--- src/rtl/rom_msg_streamer_pkg.sv ---
// Shared definitions for the message ROM streamers.
// Holds the streamer FSM state encoding, the default ROM geometry and the
// lengths of the per-player winner messages so both paths use one streamer.
package rom_msg_streamer_pkg;

  localparam int unsigned ADDR_W_DEF    = 4;
  localparam int unsigned DATA_W_DEF    = 8;

  // "P1 WINS!" and "P2 WINS!"
  localparam int unsigned MSG_LEN_P1WIN = 8;
  localparam int unsigned MSG_LEN_P2WIN = 8;

  typedef enum logic [2:0] {
    StIdle,
    StFetch,
    StWait,
    StSend,
    StDone
  } state_e;

endpackage

--- src/rtl/rom_msg_streamer.sv ---
// Walks an external synchronous message ROM from address 0 to MSG_LEN-1 and
// presents each byte on a valid/ready stream.
//
// Ports:
//   clk       system clock
//   reset     synchronous, active-high reset
//   start     request to stream the message (only honoured when idle)
//   rom_addr  address to the external 1-cycle-latency ROM
//   rom_data  registered ROM output
//   tx_data   stream byte
//   tx_valid  tx_data is valid
//   tx_ready  downstream accepts the byte
//   busy      high whenever not idle
//   done      one-cycle pulse at end of message (last byte accepted or NUL)
module rom_msg_streamer
  import rom_msg_streamer_pkg::*;
#(
  parameter int unsigned MSG_LEN     = MSG_LEN_P2WIN,
  parameter int unsigned ADDR_W      = ADDR_W_DEF,
  parameter int unsigned DATA_W      = DATA_W_DEF,
  parameter bit          STOP_ON_NUL = 1'b1
) (
  input  logic              clk,
  input  logic              reset,
  input  logic              start,
  output logic [ADDR_W-1:0] rom_addr,
  input  logic [DATA_W-1:0] rom_data,
  output logic [DATA_W-1:0] tx_data,
  output logic              tx_valid,
  input  logic              tx_ready,
  output logic              busy,
  output logic              done
);

  localparam logic [ADDR_W-1:0] LastIdx = ADDR_W'(MSG_LEN - 1);

  state_e              state_q, state_d;
  logic [ADDR_W-1:0]   index_q, index_d;
  logic [DATA_W-1:0]   tx_data_q, tx_data_d;
  logic                tx_valid_q, tx_valid_d;
  logic                done_q, done_d;

  always_comb begin
    state_d    = state_q;
    index_d    = index_q;
    tx_data_d  = tx_data_q;
    tx_valid_d = tx_valid_q;
    done_d     = 1'b0;

    unique case (state_q)
      StIdle: begin
        if (start) begin
          state_d = StFetch;
          index_d = '0;
        end
      end
      // ROM samples rom_addr on this edge; its data is usable one edge later.
      StFetch: state_d = StWait;
      StWait: begin
        tx_data_d = rom_data;
        if (STOP_ON_NUL && (rom_data == '0)) begin
          state_d = StDone;
          done_d  = 1'b1;
        end else begin
          tx_valid_d = 1'b1;
          state_d    = StSend;
        end
      end
      StSend: begin
        if (tx_ready) begin
          tx_valid_d = 1'b0;
          // Compare before increment so the index never wraps past all-ones.
          if (index_q == LastIdx) begin
            state_d = StDone;
            done_d  = 1'b1;
          end else begin
            index_d = index_q + 1'b1;
            state_d = StFetch;
          end
        end
      end
      StDone:  state_d = StIdle;
      default: state_d = StIdle;
    endcase
  end

  always_ff @(posedge clk) begin
    if (reset) begin
      state_q    <= StIdle;
      index_q    <= '0;
      tx_data_q  <= '0;
      tx_valid_q <= 1'b0;
      done_q     <= 1'b0;
    end else begin
      state_q    <= state_d;
      index_q    <= index_d;
      tx_data_q  <= tx_data_d;
      tx_valid_q <= tx_valid_d;
      done_q     <= done_d;
    end
  end

  // The ROM address is the message index; it is only changed on a transfer,
  // so it stays stable across FETCH and WAIT.
  assign rom_addr = index_q;
  assign tx_data  = tx_data_q;
  assign tx_valid = tx_valid_q;
  assign done     = done_q;
  assign busy     = (state_q != StIdle);

endmodule
--- config.mk ---
export PLATFORM = sky130hd
export DESIGN_NAME = rom_msg_streamer
export DESIGN_NICKNAME = d
export VERILOG_FILES = /design/src/rtl/rom_msg_streamer_pkg.sv /design/src/rtl/rom_msg_streamer.sv
export SDC_FILE = /design/constraint.sdc
export NUM_CORES = 1
export LEC_CHECK = 0
export ABC_AREA = 1
export CAP_MARGIN = 20
export CORE_ASPECT_RATIO = 0.8
export CORE_UTILIZATION = 44
export CTS_CLUSTER_DIAMETER = 80
export DETAILED_ROUTE_END_ITERATION = 10
export PLACE_DENSITY = 0.75
export REMOVE_ABC_BUFFERS = 1
export SETUP_SLACK_MARGIN = 0.1
export SLEW_MARGIN = 25
export SYNTH_ARGS = -nofsm -noshare
export SYNTH_HDL_FRONTEND = slang
export SYNTH_SLANG_ARGS = --single-unit
--- constraint.sdc ---
create_clock -name clk -period 1.3 [get_ports clk]
set_input_delay 0.26 -clock clk [delete_from_list [all_inputs] [get_ports clk]]
set_output_delay 0.26 -clock clk [all_outputs]
set_load 0.03 [all_outputs]
==> impl_results.md, run 1 <==
* MaxCap Viol Count at 0
* CP Launch Type: flip-flop
* Port Buffers at 26
* Clock Tree Buf Depth at 2
* Asr flop ratio synth at 0%
* Drt drc at 0
* Yosys top cell by area: dfxtp_1
* CTS tree: done
* Htree depth at 1
* Worst slew margin at 79.5%
* Num rows at 13
* Logic pwr share at 55.7%
* Dominant synthesized flop cell: dfxtp_1
* Final setup TNS at 0 ps
* EDFF count, synth at 0
* Total Nets Final at 169
* Worst EP arrival at 1460 ps
* Detailed Route Iter0 Violations at 15
* Min-Delay Endpoint: tx_valid
* Fin area at 0.00131 mm²
* Hold_ws at 472 ps
* Die W at 50.0 µm
* PwrDens at 1770 mW/mm²
* Least-Margin Pin Slew at 307 ps
* Area grow syn2layout at 60.9%
* Clk_lat worst skew at 300 ps
* Area share of the largest cell type after synthesis at 41.9%
* Root buffer cell: clkbuf_4
* Outcome: complete, no violations
* DIE HEIGHT at 40.4 µm
* Commonest cells post-synth: nor2_1 (26), nand2_1 (24), dfxtp_1 (17)
* Hold Crit Class: reg -> reg
* Worst R2R End: rom_addr[1]
* Die ar. at 0.00202 mm²
* CTS Hold Buffers Added at 0
* Reg2Reg Launch Point: state_q[0]
* TritonRoute pass-1 iters at 4
* GRT Total Usage at 23.7%
* Clock share of power at 12.3%
* Synth cell types at 21
* Routed via count at 899
* Register area at 357 µm²
* Slew Limit Fails at 0
* CP required at 1490 ps
* GRT Residual Overflow at 0
* Cts bufs inserted at 3
* Synth area leaders: dfxtp_1 (42%), nor2_1 (12%), nand2_1 (11%)
* Fin crit share at 97.7%
* Fin. Hold Viols at 0
* Register share of total power at 32.0%
* Final Skew at 3.52 ps
* Fill count at 126
* Critical path peak fanout at 6
* NetSw at 1030 µW
* Share of cells above drive strength 1 at 48.4%
* Leak at 0.000593 µW
* Reg clk slew, reported paths at 90 ps
* Fin util at 78.0%
* Ports at 27
* Initial antenna violation count at 0
* Net Sw Frac at 44.6%
* GP Congestion at 0.844
* Internal power at 1280 µW
* CP Class: reg -> reg
* Hold depth at 2
* First-pass GRT wire length at 3460 µm
* Number of global-route vias before repair at 798
* RSZ-0062 raised after global routing: true
* Worst setup EP type: flip-flop
* Multi-input gate area at 523 µm²
* Tot Pwr at 2310 µW
* Pin count of the biggest net entering global routing at 10
* Most frequent cell after synthesis: nor2_1
* R2r setup slk at 30 ps
* Drt wl/cell at 12.5 µm
* Final antenna-violating net count at 0
* DP Wirelength at 1530 µm
* Warnings from Yosys at 0
* Register area share after synthesis at 41.9%
* VDD IR max at 1.11 mV
* Total Routed Length at 2210 µm
* Initial core utilization at 48.5%
* Syn Inst Count at 113
* # setup viols final at 0
* Worst R2R Path Depth at 9
* Syn Area/Cell at 7.19 µm²
* Diodes inserted at 0
* Flops & latches, synth at 17
* Final min period at 1270 ps
* Syn Std Cell Area at 812 µm²
* CTS Sinks at 17
* Core box area at 0.00168 mm²
* Area post-placement at 0.00116 mm²
* Hold Crit Start: tx_valid
* Via/cell ratio at 5.08
* Fmax achieved at 0.787 GHz
[metrics by stage]
stage	instances	worst slack (ps)
finish	177	29.7
global route	177	-48.2
CTS	177	33.6
detailed placement	170	-164
global placement	170	-115
floorplan	112	-157
[flip-flops by register name (all words and copies together), names as in the netlist]
signal and count:
rom_addr 4, tx_valid 1, done 1, tx_data 8, state_q 3
[cell families after synthesis]
logic type	count (synthesis)	synth area share (%)
AO/OA/AOI/OAI	18	13.6
AND/OR/NAND/NOR	65	37.4
flip-flops	17	41.9
buffers and inverters	12	5.55
adder cells (fa/ha/maj)	1	1.54
[layout by cell type, fill, tap and decap left out, drive strengths merged]
master | Yosys | final
nand2 | 31 | 31
nor2 | 29 | 29
buf | 0 | 27
dfxtp | 17 | 17
clkdlybuf4s50 | 0 | 11
inv | 11 | 11
o21ai | 10 | 10
clkbuf | 1 | 4
a21oi | 4 | 4
nand3 | 3 | 3
a211oi | 2 | 2
o21bai | 1 | 1
nand4 | 1 | 1
a31oi | 1 | 1
nor3b | 1 | 1
ha | 1 | 1
clkdlybuf4s15 | 0 | 1
[worst max path at each step]
stage                      from          end  cells past startpoint
global placement          start  rom_addr[1]                      8
floorplan           rom_addr[1]  rom_addr[1]                      8
CTS                  state_q[0]     tx_valid                     10
global route        rom_addr[0]  rom_addr[1]                      9
finish               state_q[0]  rom_addr[1]                      9
detailed placement        start  rom_addr[1]                      8
[repair_timing]
item / in CTS / in global routing
pin swaps: 5 / 15
resized for setup: 50 / 47
endpoints found under the setup margin: 18 / 28
gates cloned: 0 / 0
setup buffers: 3 / 0
[metal layers]
layer  share of wire (%)  wire length [µm]  track usage, %  vias up
met5                   0                 0               0        -
met4                 1.9                41            10.7        0
met3                 4.9               108            7.20        8
met2                  49              1090            39.3       25
met1                  44               969            28.7      418
li1                    -                 -               -      448
[power groups by stage]
stage,Clock (µW),Combinational [µW],Sequential (µW)
2_1_floorplan,0,491,920
3_3_place_gp,0,1090,722
3_5_place_dp,0,1110,728
4_1_cts,293,1180,731
5_1_grt,303,1390,757
6_report,284,1290,742
[cell type report]
| class | instances | area share [%] |
|---|---|---|
| Inverter | 11 | 3.16 |
| Tap cell | 22 | 2.11 |
| Multi-Input combinational cell | 84 | 40.0 |
| Sequential cell | 17 | 27.3 |
| Clock buffer | 4 | 2.01 |
| Timing Repair Buffer | 39 | 25.4 |
[worst max-delay path, stage by stage, from the launching register on]
cell,delay (ps)
dfxtp_4,370
buf_6,120
nand2_4,50
nor2_4,50
nand2_4,90
nand2_4,70
nor2_4,190
nand2_1,70
nand2_1,90
nor2_1,60
Power figures use the tool's default switching activity.
==> run 2: changes to the inputs <==
--- a/config.mk
+++ b/config.mk
@@ -8,10 +8,10 @@
 export ABC_AREA = 1
 export CAP_MARGIN = 20
 export CORE_ASPECT_RATIO = 0.8
-export CORE_UTILIZATION = 44
+export CORE_UTILIZATION = 39
 export CTS_CLUSTER_DIAMETER = 80
 export DETAILED_ROUTE_END_ITERATION = 10
-export PLACE_DENSITY = 0.75
+export PLACE_DENSITY = 0.71
 export REMOVE_ABC_BUFFERS = 1
 export SETUP_SLACK_MARGIN = 0.1
 export SLEW_MARGIN = 25
==> constraint.sdc (replaced) <==
create_clock -name clk -period 1.1 [get_ports clk]
set_input_delay 0.22 -clock clk [delete_from_list [all_inputs] [get_ports clk]]
set_output_delay 0.22 -clock clk [all_outputs]
set_load 0.03 [all_outputs]
==> impl_results.md, run 2 (synthesis gave the netlist of run 1 again) <==
* Outcome: complete, but fails checks (was complete, no violations)
* Failing checks: setup timing
* First-pass GRT wire length at 3440 µm (was 3460 µm)
* Crit path top cell by count: buf_6 (was nand2_4)
* Drt wl/cell at 13.1 µm (was 12.5 µm)
* # setup viols final at 16 (was 0)
* Leak at 0.000645 µW (was 0.000593 µW)
* Worst R2R Path Depth at 9 (unchanged)
* Slew Limit Fails at 0 (unchanged)
* CTS Sinks at 17 (unchanged)
* Fin area at 0.00148 mm² (was 0.00131 mm²)
* CP required at 880 ps (was 1490 ps)
* Fmax achieved at 0.763 GHz
* CP Launch Type: flip-flop (unchanged)
* Least-Margin Pin Slew at 310 ps (was 307 ps)
* Drt drc at 0 (unchanged)
* Place WS at -306 ps (was -164 ps)
* Final setup margin at -210 ps (was 29.7 ps)
* Die W at 53.0 µm (was 50.0 µm)
* Area grow syn2layout at 82.0% (was 60.9%)
* Via/cell ratio at 4.88 (was 5.08)
* Initial antenna violation count at 0 (unchanged)
* VDD IR max at 1.43 mV (was 1.11 mV)
* Pin count of the biggest net entering global routing at 10 (unchanged)
* Num rows at 14 (was 13)
* Hold_ws at 494 ps (was 472 ps)
* Clock share of power at 11.2% (was 12.3%)
* DIE HEIGHT at 42.8 µm (was 40.4 µm)
* RSZ-0062 raised after global routing: true (unchanged)
* Fin crit share at 119%
* Final Skew at 3.74 ps (was 3.52 ps)
* Final setup TNS at -1380 ps (was 0 ps)
* GRT Total Usage at 21.3% (was 23.7%)
* GRT Residual Overflow at 0 (unchanged)
* R2r setup slk at -180 ps (was 30 ps)
* Net Sw Frac at 42.5% (was 44.6%)
* Detailed Route Iter0 Violations at 15 (unchanged)
* Root buffer cell: clkbuf_4 (unchanged)
* Share of cells above drive strength 1 at 59.3% (was 48.4%)
* PwrDens at 2090 mW/mm² (was 1770 mW/mm²)
* MaxCap Viol Count at 0 (unchanged)
* Number of global-route vias before repair at 811 (was 798)
* Crit path cell chain: nor2_4 -> nand2_2 -> buf_6 -> buf_6 (was buf_6 -> nand2_4 -> nor2_4 -> nand2_4 -> nand2_4 -> nor2_4 -> nand2_1 -> nand2_1 -> nor2_1)
* NetSw at 1310 µW (was 1030 µW)
* Worst slew margin at 79.3% (was 79.5%)
* Cts bufs inserted at 3 (unchanged)
* Reg clk slew, reported paths at 100 ps (was 90 ps)
* Leading cell types in the layout, fill and taps excluded: buf_6 (23), nor2_1 (22), nand2_1 (14), dfxtp_2 (13) (was nor2_1 (24), nand2_1 (15), clkdlybuf4s50_1 (11))
* Critical path peak fanout at 2 (was 6)
* Fin. Hold Viols at 0 (unchanged)
* CTS tree: done (unchanged)
* Slowest Stage Delay on Critical Path at 360 ps (was 370 ps)
* Total Nets Final at 176 (was 169)
* Ports at 27 (unchanged)
* Initial core utilization at 42.1% (was 48.5%)
* Worst setup EP type: output port (was flip-flop)
* Area post-placement at 0.00118 mm² (was 0.00116 mm²)
* Final antenna-violating net count at 0 (unchanged)
* Clk_lat worst skew at 300 ps (about the same)
* Diodes inserted at 0 (unchanged)
* Register share of total power at 29.5% (was 32.0%)
* CP Class: reg -> out (was reg -> reg)
* TritonRoute pass-1 iters at 4 (unchanged)
* Hold depth at 2 (unchanged)
* Clock Tree Buf Depth at 2 (unchanged)
* Internal power at 1780 µW (was 1280 µW)
* CTS Hold Buffers Added at 0 (unchanged)
* Total Routed Length at 2430 µm (was 2210 µm)
* Largest register FFs at 8 (unchanged)
* Worst EP arrival at 1090 ps (was 1460 ps)
* Logic pwr share at 59.2% (was 55.7%)
* DP Wirelength at 1530 µm (about the same)
* Die ar. at 0.00227 mm² (was 0.00202 mm²)
* Commonest non-fill, non-tap cell in the layout: buf_6 (was nor2_1)
* Hold Crit Class: reg -> reg (unchanged)
* Core box area at 0.00193 mm² (was 0.00168 mm²)
* Routed via count at 907 (was 899)
* GP Congestion at 0.839 (was 0.844)
* Slowest cell on the critical path: dfxtp_4 (unchanged)
* Port Buffers at 26 (unchanged)
* Final min period at 1310 ps
* Htree depth at 1 (unchanged)
[run 2: cell count changes in the layout (fill, tap and decap cells not counted), sizes merged]
cell	previous run	this run
buf	27	35
clkdlybuf4s15	1	0
[run 2: stage by stage]
stage	std cells	util [%]	power (µW)
final	186	76.7	3090
after global placement	176	61.2	2190
after detailed placement	176	61.2	2230
after floorplan	112	-	1670
after global routing	186	76.7	3270
after CTS	183	72.8	2940
[run 2: final timing paths]
kind                                  from           to
worst max-delay path            state_q[0]         busy
worst min-delay path            tx_data[0]   tx_data[0]
worst max register to register  state_q[0]  rom_addr[0]
worst min register to register  tx_data[0]   tx_data[0]
[run 2: critical path: cells and delay by family, from the launching register on]
family / cells / cell delay, ps
buffers and inverters: 2 / 230
flip-flops: 1 / 360
AND/OR/NAND/NOR: 2 / 190
[run 2: layout make-up]
class,instances,area (µm²)
inverter,11,43.8
clock buffer,4,26.3
fill,136,449
tap,24,30.0
sequential,17,372
multi-input combinational,84,534
timing repair buffer,46,472
[run 2: per-layer routing]
layer | track usage, % | up-vias | share of wire (%)
met5 | 0 | - | 0
li1 | - | 461 | -
met1 | 25.4 | 423 | 41
met4 | 7.37 | 0 | 0.78
met2 | 34.7 | 20 | 54
met3 | 7.89 | 3 | 4.4
[run 2: power groups by stage]
stage          combinational (µW)  sequential (µW)  clock, µW
2_1_floorplan                 580             1090          0
6_report                     1830              914        347
3_3_place_gp                 1330              858          0
3_5_place_dp                 1370              863          0
5_1_grt                      1960              931        376
4_1_cts                      1690              909        341
[run 2: repair_timing]
action,4_1_cts,5_1_grt
hold endpoints to repair,0,0
endpoints found under the setup margin,31,32
pin swaps,16,10
buffers inserted,3,5
gates resized for setup,67,19
gates cloned,0,0
